### src/rtl/dot_matrix_scan_pkg.sv
// Shared definitions for the TTT dot-matrix panel: geometry, board cell encoding, scan states.
package dot_matrix_scan_pkg;

  localparam int unsigned DotRows = 14;
  localparam int unsigned DotCols = 10;
  localparam int unsigned RowIdxW = 4;

  typedef enum logic [1:0] {
    CellEmpty = 2'd0,
    CellX     = 2'd1,
    CellO     = 2'd2
  } cell_e;

  typedef enum logic {
    StBlank = 1'b0,
    StDrive = 1'b1
  } scan_state_e;

  // Wide enough to hold the larger of the two phase lengths minus one, never zero bits.
  function automatic int unsigned timer_width(int unsigned dwell, int unsigned blank);
    int unsigned m;
    m = (dwell > blank) ? dwell : blank;
    return (m > 1) ? $clog2(m) : 1;
  endfunction

endpackage

### src/rtl/dot_matrix_scan_timer.sv
// Loadable down-counter shared by the BLANK and DWELL phases; tc_o is high while the count is zero.
module scan_timer
  import dot_matrix_scan_pkg::*;
#(
  parameter int unsigned Width = 4
) (
  input  logic             clk_i,
  input  logic             rst_ni,
  input  logic             load_i,
  input  logic [Width-1:0] load_val_i,
  output logic             tc_o
);

  logic [Width-1:0] count_q, count_d;

  always_comb begin
    count_d = count_q;
    if (load_i) begin
      count_d = load_val_i;
    end else if (count_q != '0) begin
      count_d = count_q - Width'(1);
    end
  end

  always_ff @(posedge clk_i) begin
    if (!rst_ni) begin
      count_q <= '0;
    end else begin
      count_q <= count_d;
    end
  end

  assign tc_o = (count_q == '0);

endmodule

### src/rtl/dot_matrix_scan.sv
// Row-multiplexed dot-matrix driver with double-buffered frame store and tear-free swap.
module dot_matrix_scan
  import dot_matrix_scan_pkg::*;
#(
  parameter int unsigned Rows        = DotRows,
  parameter int unsigned Cols        = DotCols,
  parameter int unsigned DwellCycles = 1000,
  parameter int unsigned BlankCycles = 16
) (
  input  logic               clk_i,
  input  logic               rst_ni,
  input  logic               wr_en_i,
  input  logic [RowIdxW-1:0] wr_row_i,
  input  logic [Cols-1:0]    wr_data_i,
  output logic               wr_ready_o,
  input  logic               swap_req_i,
  output logic               swap_done_o,
  output logic               frame_start_o,
  output logic [Rows-1:0]    dot_row_o,
  output logic [Cols-1:0]    dot_col_o
);

  localparam int unsigned TimerW = timer_width(DwellCycles, BlankCycles);
  localparam logic [TimerW-1:0]  DwellLoad = TimerW'(DwellCycles - 1);
  localparam logic [TimerW-1:0]  BlankLoad = TimerW'(BlankCycles - 1);
  localparam logic [RowIdxW-1:0] RowLast   = RowIdxW'(Rows - 1);

  scan_state_e        state_q;
  logic               started_q;
  logic               front_q;
  logic               pending_q;
  logic [RowIdxW-1:0] row_q;
  logic [Cols-1:0]    buf_q [2][Rows];
  logic               wr_ready_q;
  logic               swap_done_q;
  logic               frame_start_q;
  logic [Rows-1:0]    dot_row_q;
  logic [Cols-1:0]    dot_col_q;

  logic              tc;
  logic              tmr_load;
  logic [TimerW-1:0] tmr_val;

  // The first cycle out of reset only arms the row-0 BLANK phase.
  always_comb begin
    tmr_load = !started_q || tc;
    tmr_val  = (started_q && state_q == StBlank) ? DwellLoad : BlankLoad;
  end

  scan_timer #(
    .Width(TimerW)
  ) u_timer (
    .clk_i     (clk_i),
    .rst_ni    (rst_ni),
    .load_i    (tmr_load),
    .load_val_i(tmr_val),
    .tc_o      (tc)
  );

  always_ff @(posedge clk_i) begin
    if (!rst_ni) begin
      state_q       <= StBlank;
      started_q     <= 1'b0;
      front_q       <= 1'b0;
      pending_q     <= 1'b0;
      row_q         <= '0;
      wr_ready_q    <= 1'b1;
      swap_done_q   <= 1'b0;
      frame_start_q <= 1'b0;
      dot_row_q     <= '0;
      dot_col_q     <= '0;
      for (int b = 0; b < 2; b++) begin
        for (int r = 0; r < Rows; r++) begin
          buf_q[b][r] <= '0;
        end
      end
    end else begin
      frame_start_q <= 1'b0;
      swap_done_q   <= 1'b0;

      if (wr_en_i && wr_ready_q && wr_row_i <= RowLast) begin
        buf_q[~front_q][wr_row_i] <= wr_data_i;
      end
      if (swap_req_i && !pending_q) begin
        pending_q  <= 1'b1;
        wr_ready_q <= 1'b0;
      end

      if (!started_q) begin
        started_q     <= 1'b1;
        frame_start_q <= 1'b1;
      end else if (tc) begin
        unique case (state_q)
          StBlank: begin
            state_q   <= StDrive;
            dot_row_q <= Rows'(1) << row_q;
            dot_col_q <= buf_q[front_q][row_q];
          end
          StDrive: begin
            state_q   <= StBlank;
            dot_row_q <= '0;
            dot_col_q <= '0;
            if (row_q == RowLast) begin
              row_q         <= '0;
              frame_start_q <= 1'b1;
              // Swap only at the frame boundary so a frame never mixes two buffers.
              if (pending_q) begin
                front_q     <= ~front_q;
                pending_q   <= 1'b0;
                wr_ready_q  <= 1'b1;
                swap_done_q <= 1'b1;
              end
            end else begin
              row_q <= row_q + RowIdxW'(1);
            end
          end
          default: ;
        endcase
      end
    end
  end

  assign wr_ready_o    = wr_ready_q;
  assign swap_done_o   = swap_done_q;
  assign frame_start_o = frame_start_q;
  assign dot_row_o     = dot_row_q;
  assign dot_col_o     = dot_col_q;

endmodule

### config.mk
export PLATFORM = sky130hd
export DESIGN_NAME = dot_matrix_scan
export DESIGN_NICKNAME = d
export VERILOG_FILES = /design/src/rtl/dot_matrix_scan_pkg.sv /design/src/rtl/dot_matrix_scan_timer.sv /design/src/rtl/dot_matrix_scan.sv
export SDC_FILE = /design/constraint.sdc
export NUM_CORES = 1
export LEC_CHECK = 0
export ABC_AREA = 1
export CAP_MARGIN = 40
export CORE_ASPECT_RATIO = 0.75
export CORE_MARGIN = 2
export CORE_UTILIZATION = 45
export DETAILED_ROUTE_END_ITERATION = 10
export DONT_BUFFER_PORTS = 1
export PLACE_DENSITY = 0.64
export RECOVER_POWER = 100
export SYNTH_ARGS = -nofsm -noshare
export SYNTH_HDL_FRONTEND = slang
export SYNTH_SLANG_ARGS = --single-unit
### constraint.sdc
create_clock -name clk_i -period 3 [get_ports clk_i]
set_input_delay 0.15 -clock clk_i [delete_from_list [all_inputs] [get_ports clk_i]]
set_output_delay 0.15 -clock clk_i [all_outputs]
set_load 0.1 [all_outputs]
### Word level (Yosys, flattened, before mapping)

Memory sizes are Yosys's and may differ from the RTL's. A register that Yosys moved wholly into a read port is not among the register bits.
Cells that the tools add are included.

* memories kept: 1
* RAM bits: 280
* register bits after elaboration: 45
* word-level logic and storage cells: 79
* output and inout bits: 27

* add/sub/neg operators: 2
* shift-type cells: 1
* $lt $le $gt $ge: 4
* mux-type cells: 39
* bitwise gates (word level): 4
* reduce and logical (&&, ||, !) cells: 16
* equality and inequality tests: 1

Memories
* buf_q: depth 2, bits a word 140, read ports 1, clocked after memory_dff 1, wr ports 2, RTL line dot_matrix_scan.sv:33 `logic [Cols-1:0] buf_q [2][Rows];`

Operators by type and width (number)
* $mux 140: 3
* $reduce_or 140->1: 1
* $mux 10: 6
* $bmux 10 s4: 1
* $demux 10 s4: 1
* $pmux 14 s2: 1
* $mux 1: 24
* $pmux 10 s2: 1
* $shl 1x4->14 const A: 1
* $ge 5x5->1 const B: 2
* $logic_not 10->1: 1
* $not 4->5: 2
* $reduce_and 5->1: 2
* $reduce_bool 10->1: 1
* $sub 10x1->10 const B: 1
* $logic_and 1x1->1: 5
* $lt 5x1->1 const B: 1
* $add 4x1->4 const B: 1
* $eq 4x4->1 const B: 1
* $le 4x4->1 const B: 1
* $mux 4: 1
* $reduce_and 3->1: 1
* $logic_not 1->1: 2
* $not 1->1: 2
* 4 further kinds: 4

### Depth between registers and ports, before layout

Gate-level depths: netlist (run 1).

* depth after elaboration: 8
* mapped depth: 12
* gate-level depth less buffers: 10

### Cells and area by module

Synthesis (run 1) repeated with hierarchy kept, for this count alone.

* cells, all modules: 1667
* area total of the unflattened synthesis: 15099.5 µm²

Modules (own cells, without submodules)
* dot_matrix_scan: seq. area each 9128.8 µm², instances 1, area each 14428.8 µm², cells an instance 1556
* scan_timer: seq. area each 200.2 µm², instances 1, area each 670.6 µm², cells an instance 111

### Worst setup path after synthesis (run 1)

Ideal clock, no wire load.

* path type: flip-flop to flip-flop
* start: reg wr_ready_q (netlist: wr_ready_o)
* end: mem buf_q[0][10] (netlist bit) (enable)
* path slack: 0.337 ns
* path buffers: 1
* stages on the path, launching flop included: 8
* required time: 2.660 ns
* data arrival time: 2.323 ns
* path through: dfxtp_1 > nand3_1 > a21oi_4 > inv_2 > nor2_4 > nand2_1 > clkbuf_1 > nand2_1

RTL lines
* start, declared: RTL line dot_matrix_scan.sv:34 `logic wr_ready_q;`
* start signal, assigned: RTL line dot_matrix_scan.sv:67 `wr_ready_q <= 1'b1;`
* start signal, assigned: RTL line dot_matrix_scan.sv:86 `wr_ready_q <= 1'b0;`
* start signal, assigned: RTL line dot_matrix_scan.sv:110 `wr_ready_q <= 1'b1;`
* end, declared: RTL line dot_matrix_scan.sv:33

==> reports/metrics.cfg, run 1 <==
[outcome]
status = completed

[floorplanning]
die_area_mm2 = 0.0345
core_mm2 = 0.0324
die_height_um = 161
ios = 45
rows = 57
start_util = 0.457
dieWidth_um = 214

[setup_path]
worst-path-stages = 6
critPathKind = reg2reg
start_kind = flip-flop
crit_required_ns = 3.28
end_kind = flip-flop
crit_chain = nand3_1 -> a21oi_4 -> inv_1 -> buf_4 -> nor2_1 -> clkbuf_1
slowest_delay_ns = 0.58
arrival_ns = 2.85
path_buf_inv = 3
cp_top_family = buffers and inverters
ff2ff_path_depth = 6
slowest_stage = clkbuf_1
crit_fanout = 23

[finish]
drive_gt1_frac = 0.0676
layout.nets = 1669
n_fill_cell = 3027
syn_to_final_growth_pct = 10.8
n_antenna_cell = 0

[yosys]
synth_nets = 1646
yosys.area_share.xor_xnor = 0.00354
synth-simple-area-share = 0.235
ys_seq_elements = 326
synth-seq-area-share = 0.629
yosys.area_share.adder = 0.00337
synthesis.instances = 1624
yosysWarnings = 0
synth.area.mux_share = 0
syn_area_mm2 = 0.0148
ys_types = 34
syn_avg_cell_area_um2 = 9.14
synth_top_family_by_area = simple AND/OR/NAND/NOR gates
synth_compound_area_frac = 0.0367

[timing]
fmax_mhz = 389
tns_ns = 0
tightest_slew_ns = 1.32
hold_violations = 0
holdWs_ns = 0.0337
fin_crit_ns = 2.57
grt_setup_unrepaired = no
setup_violations = 0
fin_skew_ns = 0.0148
fin_crit_sh = 0.857
finalMaxSlewViolations = 0
setup_ws_ns = 0.429
slew_headroom = 0.118

[worst_hold_path]
hp-class = in2reg
whs_path_depth = 3

[detailed_routing]
firstDrtPassIters = 7
drt-total-wl_mm = 40.7
wl_per_cell_um = 19.2
vias_per_cell = 5.21
detail-route-antenna-nets = 0
drtIter0Drc = 1403
drcViolationCount = 0
vias = 11000

[pwr]
p_leak_nw = 6.89
power_per_cell_area_mw_per_mm2 = 588
peakVddDrop_mv = 0.373
power_mw = 9.68

[global_route]
gr-total-overflow = 0
track_usage = 0.242
grt_max_degree = 87
grt_pass1_vias = 10600
grt_pass1_wl_mm = 61.5
grt_antenna_before_repair = 1

[cts]
cts-root-buf = clkbuf_16
clockBufferDepth = 3
cts_buffers = 31
insertion_delay_ns = 0.58
cts.clk_slew.worst_paths_ns = 0.07
cts.sinks = 326
cts_resized = 0
cts_tree = built
htree_levels = 1

[placement]
preCtsSetupSlack_ns = 0.593
gp_congestion = 0.988
numPortBuffers = 0
hpwl_mm = 27.4

[flow_run]
drv_cap = 0

## through the flow
stage	util	instances	area, um2
finish	0.507	2114	16400
global route	0.507	2114	16400
CTS	0.517	2112	16800
detailed placement	0.486	2051	15800
global placement	0.476	2032	15400
floorplan	-	1624	14800
## where the power goes
part           switching (mW)  internal [mW]
Clock                    1.67           2.16
Combinational           0.468          0.133
Sequential             0.0707           5.18
Total                    2.21           7.47
## cell families after synthesis
group | after synthesis
AO/OA/AOI/OAI | 99
XOR/XNOR | 6
adder cells (fa/ha/maj) | 4
buffers and inverters | 352
flip-flops | 326
AND/OR/NAND/NOR | 837
## cell type report
cell class / count / area (um2) / area share
Clock buffer: 46 / 898 / 0.0546
Clock inverter: 12 / 92.6 / 0.00563
Inverter: 264 / 991 / 0.0602
Multi-Input combinational cell: 946 / 4120 / 0.250
Sequential cell: 326 / 9330 / 0.567
Tap cell: 442 / 553 / 0.0336
Timing Repair Buffer: 78 / 464 / 0.0282
## what timing repair did
| action | 4_1_cts | 5_1_grt |
|---|---|---|
| hold buffers | 3 | 0 |
| setup buffers | 0 | 0 |
| hold endpoints to repair | 24 | 0 |
## path summary, 6_finish.rpt
kind                 start       endpoint  slack, ns
min reg2reg  dot_row_o[12]  dot_row_o[12]       0.47
min           wr_data_i[5]  buf_q[0][105]       0.03
max reg2reg     wr_ready_o   buf_q[1][97]       0.43
max             wr_ready_o   buf_q[1][97]       0.43
## layer usage
layer | vias up | global-route usage | routed length, um
li1 | 5209 | - | -
met1 | 5251 | 0.352 | 17700
met2 | 469 | 0.371 | 18000
met3 | 94 | 0.0354 | 3350
met4 | 0 | 0.0868 | 1620
met5 | - | 0 | 0
## registers in the layout, indices dropped and copies added (netlist names), named ones only
signal and cells:
front_q 1, buf_q 280, wr_ready_o 1, dot_row_o 14, swap_done_o 1, started_q 1
state_q 1, frame_start_o 1, pending_q 1, u_timer.count_q 10, dot_col_o 10, row_q 4
## cells in the final DEF, fill, tap and decap left out, drive strengths merged, types with 2 or more instances in the layout
cell and instances:
o211ai 10, o21ai 45, nand3 140, nand4 19, dlygate4sd3 3, nand2 360, xor2 4, nor3 8
a21oi 40, ha 4, nor2 282, or2 26, clkinvlp 2, clkinv 17, inv 256, xnor2 2
dfxtp 46, clkbuf 96, edfxtp 280, buf 25
## Yosys cell counts
cell type / n / area (um2)
a21o_1: 1 / 7.51
a21oi_1: 39 / 195
a21oi_4: 1 / 16.3
a31oi_1: 1 / 6.26
and2_1: 1 / 6.26
buf_1: 2 / 7.51
buf_2: 36 / 180
buf_4: 2 / 15.0
buf_6: 1 / 11.3
clkbuf_1: 46 / 173
clkbuf_2: 1 / 5.00
clkinv_1: 8 / 30.0
dfxtp_1: 46 / 921
edfxtp_1: 280 / 8410
ha_1: 4 / 50.1
inv_1: 251 / 942
inv_2: 5 / 18.8
nand2_1: 359 / 1350
nand2_2: 1 / 6.26
nand3_1: 140 / 701
nand4_1: 19 / 119
nor2_1: 274 / 1030
nor2_2: 5 / 31.3
nor2_4: 3 / 33.8
nor3_1: 8 / 40.0
nor4_1: 1 / 6.26
o211ai_1: 10 / 75.1
o21a_1: 1 / 7.51
o21ai_0: 44 / 220
o21ai_2: 1 / 8.76
o31ai_1: 1 / 7.51
or2_2: 26 / 163
xnor2_1: 2 / 17.5
xor2_1: 4 / 35.0
## tightest hold or removal path: cells and delay by family
family | cells | cell delay, ns
buf+inv | 2 | 0.23
simple gates | 1 | 0.12
Power figures use the tool's default switching activity.
==> inputs of run 2 (changes only) <==
Settings changed: ABC_AREA 1 to 0.
==> reports/metrics.cfg, run 2 <==
[outcome]
status = completed  ; unchanged

[detailed_routing]
wl_per_cell_um = 26.5  ; was 19.2 um
vias = 8384  ; was 11,000
drt-total-wl_mm = 37.5  ; was 40.7 mm
firstDrtPassIters = 5  ; was 7
drcViolationCount = 0  ; unchanged
detail-route-antenna-nets = 0  ; unchanged
drtIter0Drc = 975  ; was 1,403
vias_per_cell = 5.93  ; was 5.21

[global_route]
grt_antenna_before_repair = 3  ; was 1
grt_max_degree = 31  ; was 87
grt_pass1_wl_mm = 54.9  ; was 61.5 mm
gr-total-overflow = 0  ; unchanged
track_usage = 0.233  ; was 0.242
grt_pass1_vias = 8255  ; was 10,600

[timing]
tightest_slew_ns = 1.41  ; was 1.32 ns
slew_headroom = 0.0596  ; was 0.118
fin_crit_sh = 0.853  ; was 0.857
fin_skew_ns = 0.0274  ; was 0.0148 ns
fin_crit_ns = 2.56  ; was 2.57 ns
grt_setup_unrepaired = no  ; unchanged
tns_ns = 0  ; unchanged
finalMaxSlewViolations = 0  ; unchanged
holdWs_ns = 0.0920  ; was 0.0337 ns
hold_violations = 0  ; unchanged
setup_violations = 0  ; unchanged
fmax_mhz = 391  ; was 389 MHz

[flow_run]
drv_cap = 0  ; unchanged

[yosys]
syn_area_mm2 = 0.0139  ; was 0.0148 mm2
syn_avg_cell_area_um2 = 15.0  ; was 9.14 um2
synth_edf_count = 280  ; unchanged
synthFlopType = edfxtp_1  ; unchanged
yosysWarnings = 0  ; unchanged
synth_top_area_cell = edfxtp_1  ; unchanged
synth-seq-area-share = 0.670  ; was 0.629
synthesis.instances = 931  ; was 1,624
synth_area_leaders = edfxtp_1 60%, mux4_2 9.7%, dfxtp_1 6.6%, and2_1 5.5%, mux2i_1 1.7%  ; was edfxtp_1 57%, nand2_1 9.1%, nor2_1 6.9%, inv_1 6.3%, dfxtp_1 6.2%
synth_nets = 953  ; was 1,646
ys_types = 57  ; was 34
ys_seq_elements = 326  ; unchanged
yosysMostFrequentCell = edfxtp_1  ; was nand2_1
synth_top_area_frac = 0.604  ; was 0.567
postSynth.asyncResetShare = 0  ; unchanged
synth_common_cells = 280 x edfxtp_1, 123 x and2_1, 60 x mux4_2  ; was 359 x nand2_1, 280 x edfxtp_1, 274 x nor2_1

[pwr]
p_sw_mw = 2.19  ; was 2.21 mW
combinationalPowerShare = 0.056  ; was 0.062
power.internal_mw = 7.51  ; was 7.47 mW
p_leak_nw = 5.23  ; was 6.89 nW
clkPwrFrac = 0.400  ; was 0.396
seqPwrFrac = 0.544  ; was 0.542
switching_share = 0.226  ; was 0.228
power_per_cell_area_mw_per_mm2 = 620  ; was 588 mW/mm2
peakVddDrop_mv = 0.456  ; was 0.373 mV

[placement]
numPortBuffers = 0  ; unchanged
hpwl_mm = 24.4  ; was 27.4 mm
gp_congestion = 0.870  ; was 0.988

[cts]
cts_buffers = 31  ; unchanged
cts.clk_slew.worst_paths_ns = 0.07  ; about the same
htree_levels = 1  ; unchanged
cts.sinks = 326  ; unchanged
clockBufferDepth = 3  ; unchanged
cts-root-buf = clkbuf_16  ; unchanged
insertion_delay_ns = 0.58  ; about the same
postCtsSetupBuffers = 0  ; unchanged
cts_tree = built  ; unchanged
cts_resized = 0  ; unchanged

[setup_path]
arrival_ns = 3.04  ; was 2.85 ns
end_kind = flip-flop  ; unchanged
r2r_start = u_timer.count_q[0]  ; was wr_ready_o
r2r-end = wr_ready_o  ; was buf_q[1][97]
crit_fanout = 30  ; was 23
critPathKind = reg2reg  ; unchanged
start_kind = flip-flop  ; unchanged
ff2ff_path_depth = 8  ; was 6
reg2reg_setup_slack_ns = 0.44  ; was 0.43 ns
crit_required_ns = 3.48  ; was 3.28 ns

[floorplanning]
ios = 45  ; unchanged
dieWidth_um = 207  ; was 214 um
die_area_mm2 = 0.0324  ; was 0.0345 mm2
core_mm2 = 0.0303  ; was 0.0324 mm2
start_util = 0.460  ; was 0.457
die_height_um = 156  ; was 161 um
rows = 55  ; was 57

[finish]
drive_gt1_frac = 0.130  ; was 0.0676
layout_common_cells = 280 x edfxtp_1, 67 x and2_0, 64 x clkbuf_1  ; was 359 x nand2_1, 280 x edfxtp_1, 277 x nor2_1
largest_register_ffs = 280  ; unchanged
syn_to_final_growth_pct = 12.3  ; was 10.8%
final_common_cell = edfxtp_1  ; was nand2_1
layout.nets = 1010  ; was 1,669
top_register = buf_q  ; unchanged

[worst_hold_path]
hp-class = in2reg  ; unchanged
worstHoldStart = rst_ni  ; was wr_data_i[5]
hold_end = buf_q[1][132]  ; was buf_q[0][105]
whs_path_depth = 1  ; was 3

==> run 2: timing repair <==
action	in CTS	in global routing
endpoints found under the hold margin	213	0
endpoints found under the setup margin	0	0
hold buffers	13	0
==> run 2: worst max-delay path, cell delays in order, from the launching register on <==
cell and delay, ns:
dfxtp_1 0.34, inv_1 0.09, ha_1 0.16, nor4b_1 0.57, nand4_1 0.16, clkbuf_2 0.41, nor3_1 0.31, buf_4 0.20
o31a_1 0.26
==> run 2: power by group through the flow <==
stage	Combinational (mW)	Sequential (mW)	Clock, mW
after detailed placement	0.502	5.36	0
final	0.544	5.27	3.88
after global placement	0.481	5.36	0
after global routing	0.582	5.29	4.08
after floorplan	0.298	5.37	0
after CTS	0.568	5.27	3.92
==> run 2: kinds of logic (layout without fill, tap and decap cells) <==
family	Yosys count	after routing	synth area share
flops	326	326	0.670
buf+inv	82	163	0.0271
other cells	0	3	0
xor+xnor	8	8	0.00503
compound gates	105	105	0.0514
fa+ha+maj	4	4	0.00360
mux	85	85	0.115
simple gates	321	321	0.127
==> run 2: area by class of cell <==
cell class	instances	area [um2]
diodes	3	7.51
well taps	399	499
clock buffers	43	871
multi-input cells	523	4210
clock inverters	14	123
flip-flops and latches	326	9330
repair buffers	88	522
inverters	18	67.6
fillers	2572	14600
==> run 2: through the flow <==
step / power, mW / cells / instance area, um2 / setup WS [ns] / utilization
finish: 9.69 / 1414 / 15600 / 0.440 / 0.516
global route: 9.96 / 1411 / 15600 / 0.277 / 0.516
CTS: 9.76 / 1410 / 15900 / 0.619 / 0.525
detailed placement: 5.87 / 1340 / 14800 / 0.639 / 0.488
global placement: 5.84 / 1334 / 14700 / 0.634 / 0.484
floorplan: 5.67 / 931 / 13900 / 0.312 / -
==> run 2: worst max-delay path by stage <==
| stage | endpoint | slack, ns | from |
|---|---|---|---|
| 6_report | wr_ready_o | 0.44 | u_timer.count_q[0] |
| 5_1_grt | row_q[2] | 0.28 | u_timer.count_q[0] |
| 4_1_cts | dot_col_o[1] | 0.62 | flip-flop |
| 3_5_place_dp | dot_col_o[1] | 0.64 | flip-flop |
| 3_3_place_gp | dot_col_o[1] | 0.63 | flip-flop |
| 2_1_floorplan | buf_q[1][10] | 0.31 | wr_ready_o |
==> run 2: layer usage <==
metal	wire length, um	GRT usage	up-vias	share of wire
li1	-	-	3666	-
met1	16200	0.336	4289	0.43
met2	16200	0.340	371	0.43
met3	4140	0.0827	56	0.11
met4	848	0.0520	2	0.023
met5	11	0	-	0.00029
==> inputs of run 3 (changes only) <==
Settings changed: PLACE_DENSITY 0.64 to 0.66.
Clock period 3 ns to 2.3 ns, I/O delays scaled along.
==> reports/metrics.cfg, run 3 (synthesis gave the netlist of run 2 again) <==
[cts]
cts.sinks = 326  ; unchanged
clockBufferDepth = 3  ; unchanged
postCtsSetupBuffers = 0  ; unchanged
htree_levels = 1  ; unchanged
cts_buffers = 31  ; unchanged
insertion_delay_ns = 0.59  ; was 0.58 ns
cts.clk_slew.worst_paths_ns = 0.07  ; about the same
cts-root-buf = clkbuf_16  ; unchanged
cts_tree = built  ; unchanged

[finish]
drive_gt1_frac = 0.181  ; was 0.130
layout.nets = 1040  ; was 1,010
layout_common_cells = 280 x edfxtp_1, 70 x and2_0, 60 x mux4_2  ; was 280 x edfxtp_1, 67 x and2_0, 64 x clkbuf_1
n_antenna_cell = 0  ; was 3
top_register = buf_q  ; unchanged
final_cell_area_mm2 = 0.0161  ; was 0.0156 mm2
final_common_cell = edfxtp_1  ; unchanged
syn_to_final_growth_pct = 15.6  ; was 12.3%
largest_register_ffs = 280  ; unchanged
n_fill_cell = 2528  ; was 2,572

[setup_path]
crit_fanout = 11  ; was 30
critPathKind = reg2reg  ; unchanged
path_buf_inv = 1  ; was 3
cp_top_family = compound AO/OA/AOI/OAI gates  ; was simple AND/OR/NAND/NOR gates
start_kind = flip-flop  ; unchanged
slowest_delay_ns = 0.52  ; was 0.57 ns
end_kind = flip-flop  ; unchanged
reg2reg_setup_slack_ns = 0.06  ; was 0.44 ns
slowest_stage = mux4_2  ; was nor4b_1
crit_required_ns = 2.75  ; was 3.48 ns
crit_chain = buf_4 -> mux4_2 -> a22o_1 -> a221oi_1 -> o211ai_1  ; was inv_1 -> ha_1 -> nor4b_1 -> nand4_1 -> clkbuf_2 -> nor3_1 -> buf_4 -> o31a_1
arrival_ns = 2.69  ; was 3.04 ns

[outcome]
status = completed  ; unchanged

[detailed_routing]
drt-total-wl_mm = 38.5  ; was 37.5 mm
drtIter0Drc = 1143  ; was 975
drcViolationCount = 0  ; unchanged
vias = 8575  ; was 8,384
wl_per_cell_um = 26.7  ; was 26.5 um
vias_per_cell = 5.95  ; was 5.93
detail-route-antenna-nets = 0  ; unchanged
firstDrtPassIters = 5  ; unchanged

[floorplanning]
rows = 55  ; unchanged
start_util = 0.460  ; unchanged
die_area_mm2 = 0.0324  ; unchanged
ios = 45  ; unchanged
die_height_um = 156  ; unchanged
core_mm2 = 0.0303  ; unchanged
dieWidth_um = 207  ; unchanged

[global_route]
grt_max_degree = 30  ; was 31
grt_antenna_before_repair = 3  ; unchanged
track_usage = 0.239  ; was 0.233
gr-total-overflow = 0  ; unchanged
grt_pass1_wl_mm = 56.4  ; was 54.9 mm
grt_pass1_vias = 8363  ; was 8,255

[placement]
preCtsSetupSlack_ns = 0.0255  ; was 0.639 ns
hpwl_mm = 25.4  ; was 24.4 mm
place_area_mm2 = 0.0151  ; was 0.0148 mm2
numPortBuffers = 0  ; unchanged
gp_congestion = 0.911  ; was 0.870

[worst_hold_path]
hp-class = in2reg  ; unchanged

[timing]
hold_violations = 0  ; unchanged
fmax_mhz = 446  ; was 391 MHz
grt_setup_unrepaired = yes  ; was no
fin_crit_sh = 0.974  ; was 0.853
tightest_slew_ns = 1.31  ; was 1.41 ns
fin_skew_ns = 0.0243  ; was 0.0274 ns
slew_headroom = 0.125  ; was 0.0596
holdWs_ns = 0.0185  ; was 0.0920 ns
finalMaxSlewViolations = 0  ; unchanged
fin_crit_ns = 2.24  ; was 2.56 ns
tns_ns = 0  ; unchanged
setup_ws_ns = 0.0592  ; was 0.440 ns
setup_violations = 0  ; unchanged

[pwr]
p_leak_nw = 5.48  ; was 5.23 nW
peakVddDrop_mv = 0.615  ; was 0.456 mV
power_per_cell_area_mw_per_mm2 = 811  ; was 620 mW/mm2

[flow_run]
drv_cap = 0  ; unchanged

[run 3: cell count changes in the layout (fill, tap and decap cells not counted), sizes merged]
cell	previous run	this run
buf	17	37
diode	3	0
clkinvlp	2	3
inv	18	19
clkinv	10	14
dlygate4sd3	13	14
bufinv	2	6
[run 3: worst register-to-register path: stages, from the launching register on]
cell and delay, ns:
dfxtp_4 0.51, buf_4 0.28, mux4_2 0.53, a22o_1 0.25
a221oi_1 0.40, o211ai_1 0.13
[run 3: final cells by class]
class	instances	area, um2	share of cell area
Sequential cell	326	9340	0.580
Multi-Input combinational cell	523	4340	0.269
Timing Repair Buffer	118	791	0.0491
Clock buffer	34	787	0.0489
Tap cell	399	499	0.0310
Clock inverter	24	274	0.0170
Inverter	18	67.6	0.00420
[run 3: path summary, 6_finish.rpt]
| kind | start | end | cells past startpoint |
|---|---|---|---|
| setup / recovery | flip-flop | dot_col_o[0] | 5 |
| hold reg to reg | dot_row_o[8] | dot_row_o[8] | 2 |
| setup reg to reg | flip-flop | dot_col_o[0] | 5 |
| hold / removal | rst_ni | row_q[0] | 3 |
[run 3: timing repair]
| action | in CTS | in global routing |
|---|---|---|
| hold buffers | 14 | 0 |
| endpoints found under the setup margin | 0 | 6 |
| endpoints found under the hold margin | 282 | 0 |
| resized for setup | 0 | 5 |
[run 3: metal layers]
metal | part of all wire | track usage | vias to the layer above
li1 | - | - | 3724
met1 | 0.43 | 0.352 | 4388
met2 | 0.44 | 0.357 | 409
met3 | 0.11 | 0.0682 | 52
met4 | 0.018 | 0.0490 | 2
met5 | 0.00034 | 0 | -
[run 3: metrics by stage]
step	std cells	power (mW)	util
6_report	1442	13.0	0.531
3_3_place_gp	1365	7.66	0.497
4_1_cts	1439	13.1	0.538
2_1_floorplan	931	7.42	-
5_1_grt	1442	13.4	0.531
3_5_place_dp	1367	7.69	0.498
[run 3: where the power goes]
group	switching, mW	internal (mW)
Clock	2.27	3.14
Sequential	0.115	6.75
Combinational	0.554	0.220
